===== src/rtl/pkg_cpu.sv =====
// pkg_cpu: shared CPU-side request encodings, memory controller state and bus types.
package pkg_cpu;

    localparam logic [1:0] ReqDataSz8  = 2'd0;
    localparam logic [1:0] ReqDataSz16 = 2'd1;
    localparam logic [1:0] ReqDataSz32 = 2'd2;
    localparam logic [1:0] ReqDataSz48 = 2'd3;

    typedef enum logic [1:0] {
        IDLE,
        BEAT,
        DONE
    } MemCtrlState;

    // Address lives outside the struct because its width is a module parameter.
    typedef struct packed {
        logic [15:0] wdata;
        logic [1:0]  be;
        logic        rd;
        logic        wr;
    } StrcMemBusOut;

    function automatic logic [1:0] last_beat(input logic [1:0] sz);
        return sz == ReqDataSz48 ? 2'd2 : sz == ReqDataSz32 ? 2'd1 : 2'd0;
    endfunction

endpackage


===== src/rtl/plain_adder.sv =====
// PlainAdder: unsigned adder, result wraps modulo 2^WIDTH.
module PlainAdder #(
    parameter int WIDTH = 32
) (
    input  logic [WIDTH-1:0] a,
    input  logic [WIDTH-1:0] b,
    output logic [WIDTH-1:0] sum
);

    assign sum = a + b;

endmodule


===== src/rtl/cpu_mem_ctrl.sv =====
// cpu_mem_ctrl: splits CPU read/write requests into 16-bit memory beats,
// stalling the CPU until the transfer completes, errors or times out.
module cpu_mem_ctrl
    import pkg_cpu::*;
#(
    parameter int ADDR_WIDTH = 32,
    parameter int MAX_WAIT   = 255
) (
    input  logic                  clk,
    input  logic                  rst,
    input  logic                  cpu_req_rd,
    input  logic                  cpu_req_wr,
    input  logic [1:0]            cpu_req_sz,
    input  logic [ADDR_WIDTH-1:0] cpu_addr,
    input  logic [31:0]           cpu_wr_data,
    output logic                  cpu_enable,
    output logic [47:0]           cpu_data_in,
    output logic                  bus_err,
    output logic [ADDR_WIDTH-1:0] mem_addr,
    output logic [15:0]           mem_wdata,
    output logic [1:0]            mem_be,
    output logic                  mem_rd,
    output logic                  mem_wr,
    input  logic [15:0]           mem_rdata,
    input  logic                  mem_ack
);

    localparam int WW = $clog2(MAX_WAIT + 1);

    MemCtrlState           state, state_n;
    StrcMemBusOut          bus, bus_n;
    logic [ADDR_WIDTH-1:0] addr_q, addr_n, addr_inc;
    logic [WW-1:0]         wait_cnt, wait_n;
    logic [1:0]            beat_cnt, beat_n, sz, sz_n;
    logic [47:0]           stage, stage_n, data_q, data_n;
    logic [15:0]           wdata_hi, wdata_hi_n, rbeat;
    logic                  lane, lane_n, err_q, err_n;
    logic                  req, illegal, ack, last;

    PlainAdder #(.WIDTH(ADDR_WIDTH)) u_next_addr (
        .a   (addr_q),
        .b   (ADDR_WIDTH'(2)),
        .sum (addr_inc)
    );

    assign req     = cpu_req_rd | cpu_req_wr;
    assign illegal = (cpu_req_rd & cpu_req_wr)
                   | (cpu_req_wr & (cpu_req_sz == ReqDataSz48))
                   | ((cpu_req_sz != ReqDataSz8) & cpu_addr[0]);
    assign ack     = (bus.rd | bus.wr) & mem_ack;
    assign last    = beat_cnt == last_beat(sz);
    assign rbeat   = sz == ReqDataSz8 ? {8'h00, lane ? mem_rdata[15:8] : mem_rdata[7:0]} : mem_rdata;

    assign cpu_enable  = (state == DONE) | ((state == IDLE) & ~req);
    assign cpu_data_in = data_q;
    assign bus_err     = err_q;
    assign mem_addr    = addr_q;
    assign mem_wdata   = bus.wdata;
    assign mem_be      = bus.be;
    assign mem_rd      = bus.rd;
    assign mem_wr      = bus.wr;

    always_comb begin
        state_n    = state;
        bus_n      = bus;
        addr_n     = addr_q;
        wait_n     = wait_cnt;
        beat_n     = beat_cnt;
        sz_n       = sz;
        lane_n     = lane;
        wdata_hi_n = wdata_hi;
        stage_n    = stage;
        data_n     = data_q;
        err_n      = 1'b0;
        case (state)
            IDLE: if (req) begin
                if (illegal) begin
                    state_n = DONE;
                    err_n   = 1'b1;
                end else begin
                    state_n     = BEAT;
                    addr_n      = {cpu_addr[ADDR_WIDTH-1:1], 1'b0};
                    sz_n        = cpu_req_sz;
                    lane_n      = cpu_addr[0];
                    wdata_hi_n  = cpu_wr_data[31:16];
                    beat_n      = 2'd0;
                    wait_n      = '0;
                    stage_n     = '0;
                    bus_n.rd    = cpu_req_rd;
                    bus_n.wr    = cpu_req_wr;
                    bus_n.be    = cpu_req_sz == ReqDataSz8 ? (cpu_addr[0] ? 2'b10 : 2'b01) : 2'b11;
                    bus_n.wdata = cpu_req_sz == ReqDataSz8 ? {2{cpu_wr_data[7:0]}} : cpu_wr_data[15:0];
                end
            end
            BEAT: if (ack) begin
                stage_n[{beat_cnt, 4'b0} +: 16] = rbeat;
                wait_n = '0;
                if (last) begin
                    state_n  = DONE;
                    bus_n.rd = 1'b0;
                    bus_n.wr = 1'b0;
                    data_n   = bus.rd ? stage_n : data_q;
                end else begin
                    beat_n      = beat_cnt + 2'd1;
                    addr_n      = addr_inc;
                    bus_n.wdata = beat_cnt == 2'd0 ? wdata_hi : 16'h0000;
                end
            end else if (wait_cnt == WW'(MAX_WAIT - 1)) begin
                // Abort: completed write beats stay written, read data is discarded.
                state_n  = DONE;
                bus_n.rd = 1'b0;
                bus_n.wr = 1'b0;
                err_n    = 1'b1;
                wait_n   = '0;
            end else begin
                wait_n = wait_cnt + 1'b1;
            end
            default: state_n = IDLE;
        endcase
    end

    always_ff @(posedge clk or posedge rst) begin
        if (rst) begin
            state    <= IDLE;
            bus      <= '0;
            addr_q   <= '0;
            wait_cnt <= '0;
            beat_cnt <= '0;
            sz       <= '0;
            lane     <= 1'b0;
            wdata_hi <= '0;
            stage    <= '0;
            data_q   <= '0;
            err_q    <= 1'b0;
        end else begin
            state    <= state_n;
            bus      <= bus_n;
            addr_q   <= addr_n;
            wait_cnt <= wait_n;
            beat_cnt <= beat_n;
            sz       <= sz_n;
            lane     <= lane_n;
            wdata_hi <= wdata_hi_n;
            stage    <= stage_n;
            data_q   <= data_n;
            err_q    <= err_n;
        end
    end

endmodule

===== config.mk =====
export PLATFORM = sky130hd
export DESIGN_NAME = cpu_mem_ctrl
export DESIGN_NICKNAME = d
export VERILOG_FILES = /design/src/rtl/pkg_cpu.sv /design/src/rtl/plain_adder.sv /design/src/rtl/cpu_mem_ctrl.sv
export SDC_FILE = /design/constraint.sdc
export NUM_CORES = 1
export LEC_CHECK = 0
export CORE_ASPECT_RATIO = 0.8
export CORE_UTILIZATION = 35
export CTS_BUF_LIST = sky130_fd_sc_hd__clkbuf_16
export DETAILED_ROUTE_END_ITERATION = 10
export GPL_ROUTABILITY_DRIVEN = 0
export PLACE_DENSITY = 0.59
export SETUP_SLACK_MARGIN = 0.1
export SYNTH_ARGS = -nofsm -noshare
export SYNTH_HDL_FRONTEND = slang
export SYNTH_HIERARCHICAL = 1
export SYNTH_SLANG_ARGS = --single-unit

===== constraint.sdc =====
create_clock -name clk -period 10.1 [get_ports clk]
set_input_delay 2.02 -clock clk [delete_from_list [all_inputs] [get_ports clk]]
set_output_delay 2.02 -clock clk [all_outputs]
set_load 0.01 [all_outputs]

# Word-level counts from Yosys, hierarchy flattened
# Index checks and enable logic that the tools add are counted.
# word_totals
reg_bits	180
in_bits	87
out_inout_bits	102
wordCells	106
# op_classes
add_sub_neg	4
eq_ne	13
shift	2
n_mux	48
bitwise	12
reduce_logical	13
# ops
op	count
$mux 48	3
$mux 32	4
$pmux 48 s2	1
$mux 16	5
$pmux 32 s2	1
$bwmux 48	1
$shift 16x8->48 const A	1
$shiftx 16x8->48	1
$mux 20	2
$mux 8	5
$add 32x2->32 const B	1
$pmux 16 s2	1
$mux 2	15
$pmux 8 s2	1
$pmux 2 s2	3
$reduce_and 5->1	2
$reduce_and 3->1	3
$add 8x1->8 const B	1
$eq 2x2->1 const B	4
$eq 8x8->1 const B	1
$logic_not 2->1	4
$ne 2x2->1 const B	4
$neg 6->8	1
$reduce_and 4->1	2
other kinds (10)	25

# Logic depth before layout (Yosys ltp)
# Gate-level depths: netlist (run 1).
# logic_depth
depth_word	7
mapped_depth	13
depth_no_buf	13

# By module
# The synthesis (run 1) kept the hierarchy.
# modules_own_cells
mod	instances	cells_per_inst	area_each_um2
cpu_mem_ctrl	1	790	8704.6
PlainAdder	1	221	1601.5

# Worst setup path before layout (run 1)
# Ideal clock, no wire load.
# synth_timing
path_type	input-to-output
from	input cpu_req_wr
to	output cpu_enable
t_arrival_ns	2.574
required_time_ns	8.080
path_slack_ns	5.506
path_stages	2
path_buffers	0
path_cell_list	o21bai_1 > nor2b_1
# synth_via
elab_chain_len	4
# synth_lines
item	line	rtl
from (decl)	cpu_mem_ctrl.sv:12	input logic cpu_req_wr,
$or 1x1->1	cpu_mem_ctrl.sv:46	assign req = cpu_req_rd | cpu_req_wr;
$not 1->1	cpu_mem_ctrl.sv:54	assign cpu_enable = (state == DONE) | ((state == IDLE) & ~req);
$and 1x1->1	cpu_mem_ctrl.sv:54	
$or 1x1->1	cpu_mem_ctrl.sv:54	
to (decl)	cpu_mem_ctrl.sv:16	output logic cpu_enable,
# No other way between the ends.

# Worst setup path after layout (run 1)
# Same ends and word-level chain as after synthesis.

==> metrics, run 1 <==
share of Yosys cell area claimed by the top area cell type=43.7%; layout cells sized above 1=12.1%; Vias/cell=5.28; fill cell count=2749; top-count cell post-synth=dfrtp_1; drt first-iter violations=597; VDD IR max=0.141 mV; final hold vios=0; first-pass GRT wire length=46800 µm; worst hold slack=0.481 ns; Top FF cell, synth=dfrtp_1; RR Endpoint=stage[5]; GR Layer Usage met1=29.4%; clk sinks=180; WL/cell=18.4 µm; nets@finish=1322; #FFs+latches synth=180; largest net degree at the start of global routing=97; # hold bufs at CTS=0; Hold/Removal Path Class=reg -> reg; Clock Latency Late Sink=0.43 ns; root buf cell=clkbuf_16; Max Cap Violations=0; library cells used by synthesis=74; Worst slew margin=20.5%; min Tclk post-route=5.81 ns; PwrDens=300 nW/µm²; FF+latch area=4500 µm²; n_diodes=0; Ports=189; yosys warns=6; R2R cell count=5; Mapped Cells=1011; worst hold path stage count=1; slew of the pin with the lowest slew margin=1.18 ns; EDFF count, synth=0; Worst-path clk slew=0.07 ns; CTS buffer count=17; Vias=8330; Post-CTS Setup Inserts=0; Netlist Area Pre-Place=10300 µm²; Post-synth top cells=180 x dfrtp_1, 129 x a21oi_1, 120 x nand2_1; Worst R2R Start=beat_cnt[0]; CTS-repair resized insts=0; row cnt=55; post-synthesis sequential area ratio=43.7%; core area=28600 µm²; gr usage total=19.7%; Max clock buf depth=2; Multi-input gate area=5540 µm²; Hold Crit Start=stage[3]; final cell count without fillers=1579; drt drc=0; DIE AREA=30100 µm²; placed cells=1548; GR Layer Usage met3=4.90%; busiest grt layer=met1; TNS Setup=0 ns; Slew Limit Fails=0; Layout Area Growth over Synthesis=27.1%; Die H=155 µm; Synth Area per Inst=10.2 µm²; Fmax achieved=172 MHz; Worst EP arrival=3.79 ns; worst reg-to-reg setup slack=6.79 ns; leading area contributor after synthesis=dfrtp_1; initial antenna violation count=1; Area contributors post-synth=dfrtp_1 44%, mux2_4 6.8%, a21oi_1 6.3%, ha_1 4.5%, nand2_1 4.4%; CP Launch Type=input pin; drt pass-1 iters=5; hold worst-path end=stage[3]; port bufs=188; vias in the first global route=8274; Leak Pwr=0.00574 µW; RSZ-0062 raised after global routing=false; Detailed Route WL=29100 µm; Crit Path Class=in -> out; crit share post-route=57.5%; post-synthesis async set-or-reset flop share=100%; status=complete, no violations; CP Max Fanout=5; Final setup viols=0; global route total overflow=0; WP data required=8.08 ns; post-detail-place hpwl=20200 µm; Worst Skew=0.00974 ns; Detail Route Antenna Nets=0; CTS H-tree lvls=4; die span in x=194 µm; CP Capture Type=output port; Starting Density=36.0%; CTS tree=yes; met2 usage=28.5%
-- worst max-delay path, cell delays in order --
cell and delay, ns:
clkdlybuf4s50_1 0.48, o21bai_1 0.45, nor2b_1 0.25, clkdlybuf4s50_1 0.58
-- where the power goes --
part / internal [µW] / switching [µW] / leakage [µW] / total (µW)
logic: 1020 / 1040 / 0.00313 / 2060
clock network: 388 / 300 / 0.000289 / 688
registers: 980 / 199 / 0.00232 / 1180
total: 2390 / 1540 / 0.00574 / 3930
-- layout by cell type (no fill, tap or decap), types with 33 or more instances in the layout --
cell type / n
a21oi_1: 129
nor2b_1: 50
mux2_4: 47
clkdlybuf4s50_1: 188
conb_1: 33
nor2_1: 64
nand2_1: 120
mux2_2: 35
dfrtp_1: 180
ha_1: 37
-- final cells by class --
class	count	share of cell area, %
clock buffers	17	3.25
clock inverters	14	1.24
inverters	15	0.468
multi-input cells	787	42.3
flip-flops and latches	180	34.4
well taps	370	3.53
repair buffers	196	14.8
-- layer usage --
layer,routed length [µm],part of all wire (%)
met5,13,0.045
met4,210,0.72
met3,1690,5.8
met2,12300,42
met1,14900,51
-- cells by family after synthesis --
group / Yosys count / synth area share (%)
AO/OA/AOI/OAI: 281 / 18.4
XOR/XNOR: 29 / 2.46
adder cells (fa/ha/maj): 38 / 4.69
buffers and inverters: 75 / 3.82
flip-flops: 180 / 43.7
multiplexers: 93 / 11.7
other: 2 / 0.0729
AND/OR/NAND/NOR: 313 / 15.1
-- registers in the layout, summed over array words and instances (netlist names) --
name and flops:
mem_be 2, lane 1, wdata_hi 16, bus_err 1, mem_rd 1, wait_cnt 8
mem_addr 32, beat_cnt 2, stage 48, mem_wdata 16, cpu_data_in 48, state 2
sz 2, mem_wr 1
-- metrics by stage --
stage | setup slack, ns | power [µW] | instance area [µm²] | util, %
floorplan | 3.19 | 2510 | 10400 | -
global placement | 4.24 | 3200 | 12500 | 43.7
detailed placement | 4.24 | 3220 | 12500 | 43.7
CTS | 4.24 | 3930 | 13100 | 45.8
global route | 4.13 | 4210 | 13100 | 45.8
finish | 4.29 | 3930 | 13100 | 45.8
-- how the worst max path moves through the flow --
stage	start	end	slack, ns
after global routing	cpu_req_wr	cpu_enable	4.13
after CTS	cpu_req_wr	cpu_enable	4.24
after detailed placement	cpu_req_wr	cpu_enable	4.24
final	cpu_req_wr	cpu_enable	4.29
after floorplan	rst	beat_cnt[0]	3.19
after global placement	cpu_req_wr	cpu_enable	4.24
No activity file was read; power rests on OpenSTA's default activity.
==> inputs of run 2 (changes only) <==
--- a/config.mk
+++ b/config.mk
@@ -10,7 +10,7 @@
 export CTS_BUF_LIST = sky130_fd_sc_hd__clkbuf_16
 export DETAILED_ROUTE_END_ITERATION = 10
 export GPL_ROUTABILITY_DRIVEN = 0
-export PLACE_DENSITY = 0.59
+export PLACE_DENSITY = 0.61
 export SETUP_SLACK_MARGIN = 0.1
 export SYNTH_ARGS = -nofsm -noshare
 export SYNTH_HDL_FRONTEND = slang
==> constraint.sdc (replaced) <==
create_clock -name clk -period 4.8 [get_ports clk]
set_input_delay 0.96 -clock clk [delete_from_list [all_inputs] [get_ports clk]]
set_output_delay 0.96 -clock clk [all_outputs]
set_load 0.01 [all_outputs]
==> metrics, run 2 (synthesis results as in run 1) <==
CP Launch Type=input pin (unchanged); CTS H-tree lvls=4 (unchanged); Worst Skew=0.0117 ns (was 0.00974 ns); Post-CTS Setup Inserts=0 (unchanged); final hold vios=0 (unchanged); CP Capture Type=output port (unchanged); placed cells=1548 (unchanged); clk sinks=180 (unchanged); die span in x=194 µm (unchanged); Final setup viols=0 (unchanged); CTS tree=yes (unchanged); largest net degree at the start of global routing=181 (was 97); core area=28600 µm² (unchanged); WP data required=3.84 ns (was 8.08 ns); Layout Area Growth over Synthesis=26.9% (was 27.1%); Clock Latency Late Sink=0.44 ns (was 0.43 ns); crit path to=cpu_enable (unchanged); Worst-path clk slew=0.07 ns (about the same); slew of the pin with the lowest slew margin=1.14 ns (was 1.18 ns); row cnt=55 (unchanged); status=complete, no violations (unchanged); Crit. Startpoint=cpu_req_wr (unchanged); drt pass-1 iters=5 (unchanged); vias in the first global route=8175 (was 8274); drt drc=0 (unchanged); Crit Path Class=in -> out (unchanged); port bufs=188 (unchanged); DIE AREA=30100 µm² (unchanged); RSZ-0062 raised after global routing=false (unchanged); post-detail-place hpwl=19900 µm (was 20200 µm); R2R cell count=5 (unchanged); Ports=189 (unchanged); commonest cells after routing, fill and taps aside=188 x clkdlybuf4s50_1, 180 x dfrtp_1, 129 x a21oi_1 (unchanged); Die H=155 µm (unchanged); Slew Limit Fails=0 (unchanged); fill cell count=2784 (was 2749); Detail Route Antenna Nets=0 (unchanged); root buf cell=clkbuf_16 (unchanged); WL/cell=18.4 µm (about the same); CTS buffer count=17 (unchanged); Starting Density=36.0% (unchanged); drt first-iter violations=515 (was 597); global route total overflow=0 (unchanged); CP Max Fanout=5 (unchanged); Max Cap Violations=0 (unchanged); gr usage total=19.6% (was 19.7%); # hold bufs at CTS=0 (unchanged); RR Endpoint=stage[0] (was stage[5]); first-pass GRT wire length=46200 µm (was 46800 µm); initial antenna violation count=0 (was 1); min Tclk post-route=3.72 ns; layout cells sized above 1=12.2% (was 12.1%); worst reg-to-reg setup slack=1.64 ns (was 6.79 ns); FF+latch area=4500 µm² (unchanged); VDD IR max=0.371 mV (was 0.141 mV); most common cell after layout, fill and taps aside=clkdlybuf4s50_1 (unchanged); Vias/cell=5.26 (was 5.28); Worst slew margin=24.1% (was 20.5%); Detailed Route WL=29000 µm (was 29100 µm); Worst R2R Start=beat_cnt[0] (unchanged); Max clock buf depth=2 (unchanged); Vias=8306 (was 8330); Leak Pwr=0.00572 µW (was 0.00574 µW); Fmax achieved=269 MHz; crit share post-route=77.6%; CTS-repair resized insts=0 (unchanged); n_diodes=0 (unchanged); nets@finish=1322 (unchanged); Multi-input gate area=5540 µm² (unchanged); PwrDens=626 nW/µm² (was 300 nW/µm²); Worst EP arrival=2.76 ns (was 3.79 ns); Hold/Removal Path Class=reg -> reg (unchanged); final cell count without fillers=1579 (unchanged); TNS Setup=0 ns (unchanged)
[run 2: worst min-delay path by stage]
stage                end  cells after the start  slack [ns]       from
5_1_grt        stage[22]                      1        0.49  stage[22]
2_1_floorplan   stage[0]                      1        0.45   stage[0]
3_3_place_gp   stage[17]                      1        0.46  stage[17]
4_1_cts        stage[22]                      1        0.49  stage[22]
3_5_place_dp   stage[22]                      1        0.47  stage[22]
6_report       stage[34]                      1        0.49  stage[34]
[run 2: cell type report]
class	instances	share of cell area [%]
multi-input cells	787	42.4
flip-flops and latches	180	34.4
repair buffers	196	14.9
well taps	370	3.54
clock buffers	17	3.25
clock inverters	14	0.967
inverters	15	0.459
[run 2: worst max-delay path, cell delays in order]
cell and delay, ns:
clkdlybuf4s50_1 0.50, o21bai_1 0.46, nor2b_1 0.26, clkdlybuf4s50_1 0.57
[run 2: stage by stage]
step	area, µm²	setup slack [ns]	power (µW)	utilization [%]	hold WS (ns)
2_1_floorplan	10400	1.53	5270	-	0.449
3_3_place_gp	12500	1.06	6730	43.7	0.465
3_5_place_dp	12500	1.04	6780	43.7	0.466
4_1_cts	13100	1.04	8200	45.7	0.487
5_1_grt	13100	0.994	8780	45.7	0.494
6_report	13100	1.08	8190	45.7	0.487
[run 2: per-layer routing]
layer  up-vias  routed length, µm  GRT usage, %
li1       3966                  -             -
met1      4109              14400          28.9
met2       216              12500          28.9
met3        15               1790          4.83
met4         0                243          3.97
met5         -                  0             0
[run 2: power by group]
group	internal [µW]	leakage, µW	switching (µW)
logic	2150	0.00313	2190
registers	2060	0.00232	413
clock network	718	0.000267	659
total	4930	0.00572	3260
==> inputs of run 3 (changes only) <==
--- a/config.mk
+++ b/config.mk
@@ -10,7 +10,7 @@
 export CTS_BUF_LIST = sky130_fd_sc_hd__clkbuf_16
 export DETAILED_ROUTE_END_ITERATION = 10
 export GPL_ROUTABILITY_DRIVEN = 0
-export PLACE_DENSITY = 0.61
+export PLACE_DENSITY = 0.59
 export SETUP_SLACK_MARGIN = 0.1
 export SYNTH_ARGS = -nofsm -noshare
 export SYNTH_HDL_FRONTEND = slang
==> constraint.sdc (replaced) <==
create_clock -name clk -period 3.65 [get_ports clk]
set_input_delay 0.73 -clock clk [delete_from_list [all_inputs] [get_ports clk]]
set_output_delay 0.73 -clock clk [all_outputs]
set_load 0.01 [all_outputs]
==> metrics, run 3 (synthesis results as in run 1) <==
Detailed Route WL=28900 µm (was 29000 µm); slew of the pin with the lowest slew margin=0.849 ns (was 1.14 ns); Leak Pwr=0.00579 µW (was 0.00572 µW); Psw=4240 µW (was 3260 µW); RSZ-0062 raised after global routing=false (unchanged); Overall Power=10700 µW (was 8190 µW); Int Power=6480 µW (was 4930 µW); Die H=155 µm (unchanged); Worst-path clk slew=0.07 ns (about the same); nets@finish=1334 (was 1322); Crit Path Class=reg -> reg (was in -> out); final hold vios=0 (unchanged); WP data required=3.97 ns (was 3.84 ns); Ports=189 (unchanged); R2R cell count=12 (was 5); CTS buffer count=17 (unchanged); row cnt=55 (unchanged); Detail Route Antenna Nets=0 (unchanged); vias in the first global route=8121 (was 8175); Place WS=0.573 ns (was 1.04 ns); DIE AREA=30100 µm² (unchanged); CTS H-tree lvls=4 (unchanged); VDD IR max=0.334 mV (was 0.371 mV); Vias/cell=5.16 (was 5.26); drt first-iter violations=585 (was 515); post-detail-place hpwl=20200 µm (was 19900 µm); drt drc=0 (unchanged); Reg power frac=30.3% (was 30.2%); min Tclk post-route=3.07 ns; largest net degree at the start of global routing=111 (was 181); Comb pwr share=53.9% (was 53.0%); # hold bufs at CTS=0 (unchanged); WL/cell=18.1 µm (was 18.4 µm); CP Max Fanout=4 (was 5); clock power share=15.8% (was 16.8%); dpl cell area=12600 µm² (was 12500 µm²); fill cell count=2729 (was 2784); first-pass GRT wire length=46200 µm (about the same); layout cells sized above 1=12.8% (was 12.2%); core area=28600 µm² (unchanged); drt pass-1 iters=6 (was 5); CTS-repair resized insts=0 (unchanged); CP Launch Type=flop (was input pin); worst hold slack=0.482 ns (was 0.487 ns); Slew Limit Fails=0 (unchanged); Clock Latency Late Sink=0.43 ns (was 0.44 ns); met2 wire length=11700 µm (was 12500 µm); Fmax achieved=325 MHz; status=complete, no violations (unchanged); Worst EP arrival=3.39 ns (was 2.76 ns); Starting Density=36.0% (unchanged); global route total overflow=0 (unchanged); CTS tree=yes (unchanged); die span in x=194 µm (unchanged); WL met3=2020 µm (was 1790 µm); Sw Ratio=39.6% (was 39.8%); gr usage total=19.6% (about the same); Max clock buf depth=2 (unchanged); Max Cap Violations=0 (unchanged); worst hold path stage count=1 (unchanged); uppermost layer routed=met4 (unchanged); PwrDens=814 nW/µm² (was 626 nW/µm²); crit share post-route=84.2%; port bufs=188 (unchanged); Hold/Removal Path Class=reg -> reg (unchanged); worst setup margin=0.577 ns (was 1.08 ns); clk sinks=180 (unchanged); Design Area, Final=13200 µm² (was 13100 µm²); commonest cells after routing, fill and taps aside=188 x clkdlybuf4s50_1, 180 x dfrtp_1, 129 x a21oi_1 (unchanged); initial antenna violation count=2 (was 0); M1 WL=14900 µm (was 14400 µm); Final setup viols=0 (unchanged); Layout Area Growth over Synthesis=27.8% (was 26.9%); Worst slew margin=43.4% (was 24.1%); most common cell after layout, fill and taps aside=clkdlybuf4s50_1 (unchanged); CP Capture Type=flop (was output port); Vias=8231 (was 8306); Post-CTS Setup Inserts=0 (unchanged); Worst Skew=0.0113 ns (was 0.0117 ns); root buf cell=clkbuf_16 (unchanged); TNS Setup=0 ns (unchanged)
## run 3: cell types whose count changed in the layout (fill, tap and decap cells not counted), sizes merged
cell / change
buf: +12
diode: +3
clkinv: +2
bufinv: -1
## run 3: final timing paths
path	slack [ns]	end	start
max	0.58	mem_addr[18]	mem_addr[1]
min	0.48	stage[4]	stage[4]
max reg2reg	0.58	mem_addr[18]	mem_addr[1]
min reg2reg	0.48	stage[4]	stage[4]
max in group asynchronous	2.29	mem_wdata[5]	rst
min in group asynchronous	0.81	cpu_data_in[26]	rst
## run 3: area by class of cell
| class | instances | area (µm²) | area share (%) |
|---|---|---|---|
| antenna | 3 | 7.51 | 0.0570 |
| clock buffer | 17 | 425 | 3.23 |
| clock inverter | 15 | 92.6 | 0.703 |
| inverter | 15 | 60.1 | 0.456 |
| multi-input combinational | 787 | 5540 | 42.0 |
| sequential | 180 | 4500 | 34.2 |
| tap | 370 | 463 | 3.52 |
| timing repair buffer | 208 | 2080 | 15.8 |
## run 3: metrics by stage
stage / util, % / std cells
4_1_cts: 46.0 / 1592
3_3_place_gp: 44.2 / 1560
2_1_floorplan: - / 1042
3_5_place_dp: 44.2 / 1560
5_1_grt: 46.0 / 1595
6_report: 46.0 / 1595
## run 3: per-layer routing
metal | up-vias | track usage, %
met3 | 18 | 5.38
met1 | 3992 | 29.7
met4 | 0 | 4.57
met5 | - | 0
li1 | 3989 | -
met2 | 232 | 27.2
## run 3: power groups by stage
stage / Combinational (µW) / Clock [µW] / Sequential (µW)
after floorplan: 3550 / 0 / 3380
after global placement: 5660 / 0 / 3270
after detailed placement: 5690 / 0 / 3270
after CTS: 5710 / 1750 / 3250
after global routing: 6320 / 1830 / 3350
final: 5770 / 1700 / 3240
## run 3: critical path, cell delays in order, from the launching register on
cell	delay, ns
dfrtp_1	0.43
fa_1	0.47
a21o_1	0.22
a221oi_2	0.38
a221o_2	0.29
o21ai_1	0.10
a21boi_1	0.24
o21ai_1	0.17
a21oi_1	0.24
xnor2_1	0.08
nand2_1	0.06
nand2_1	0.05
mux2_4	0.24
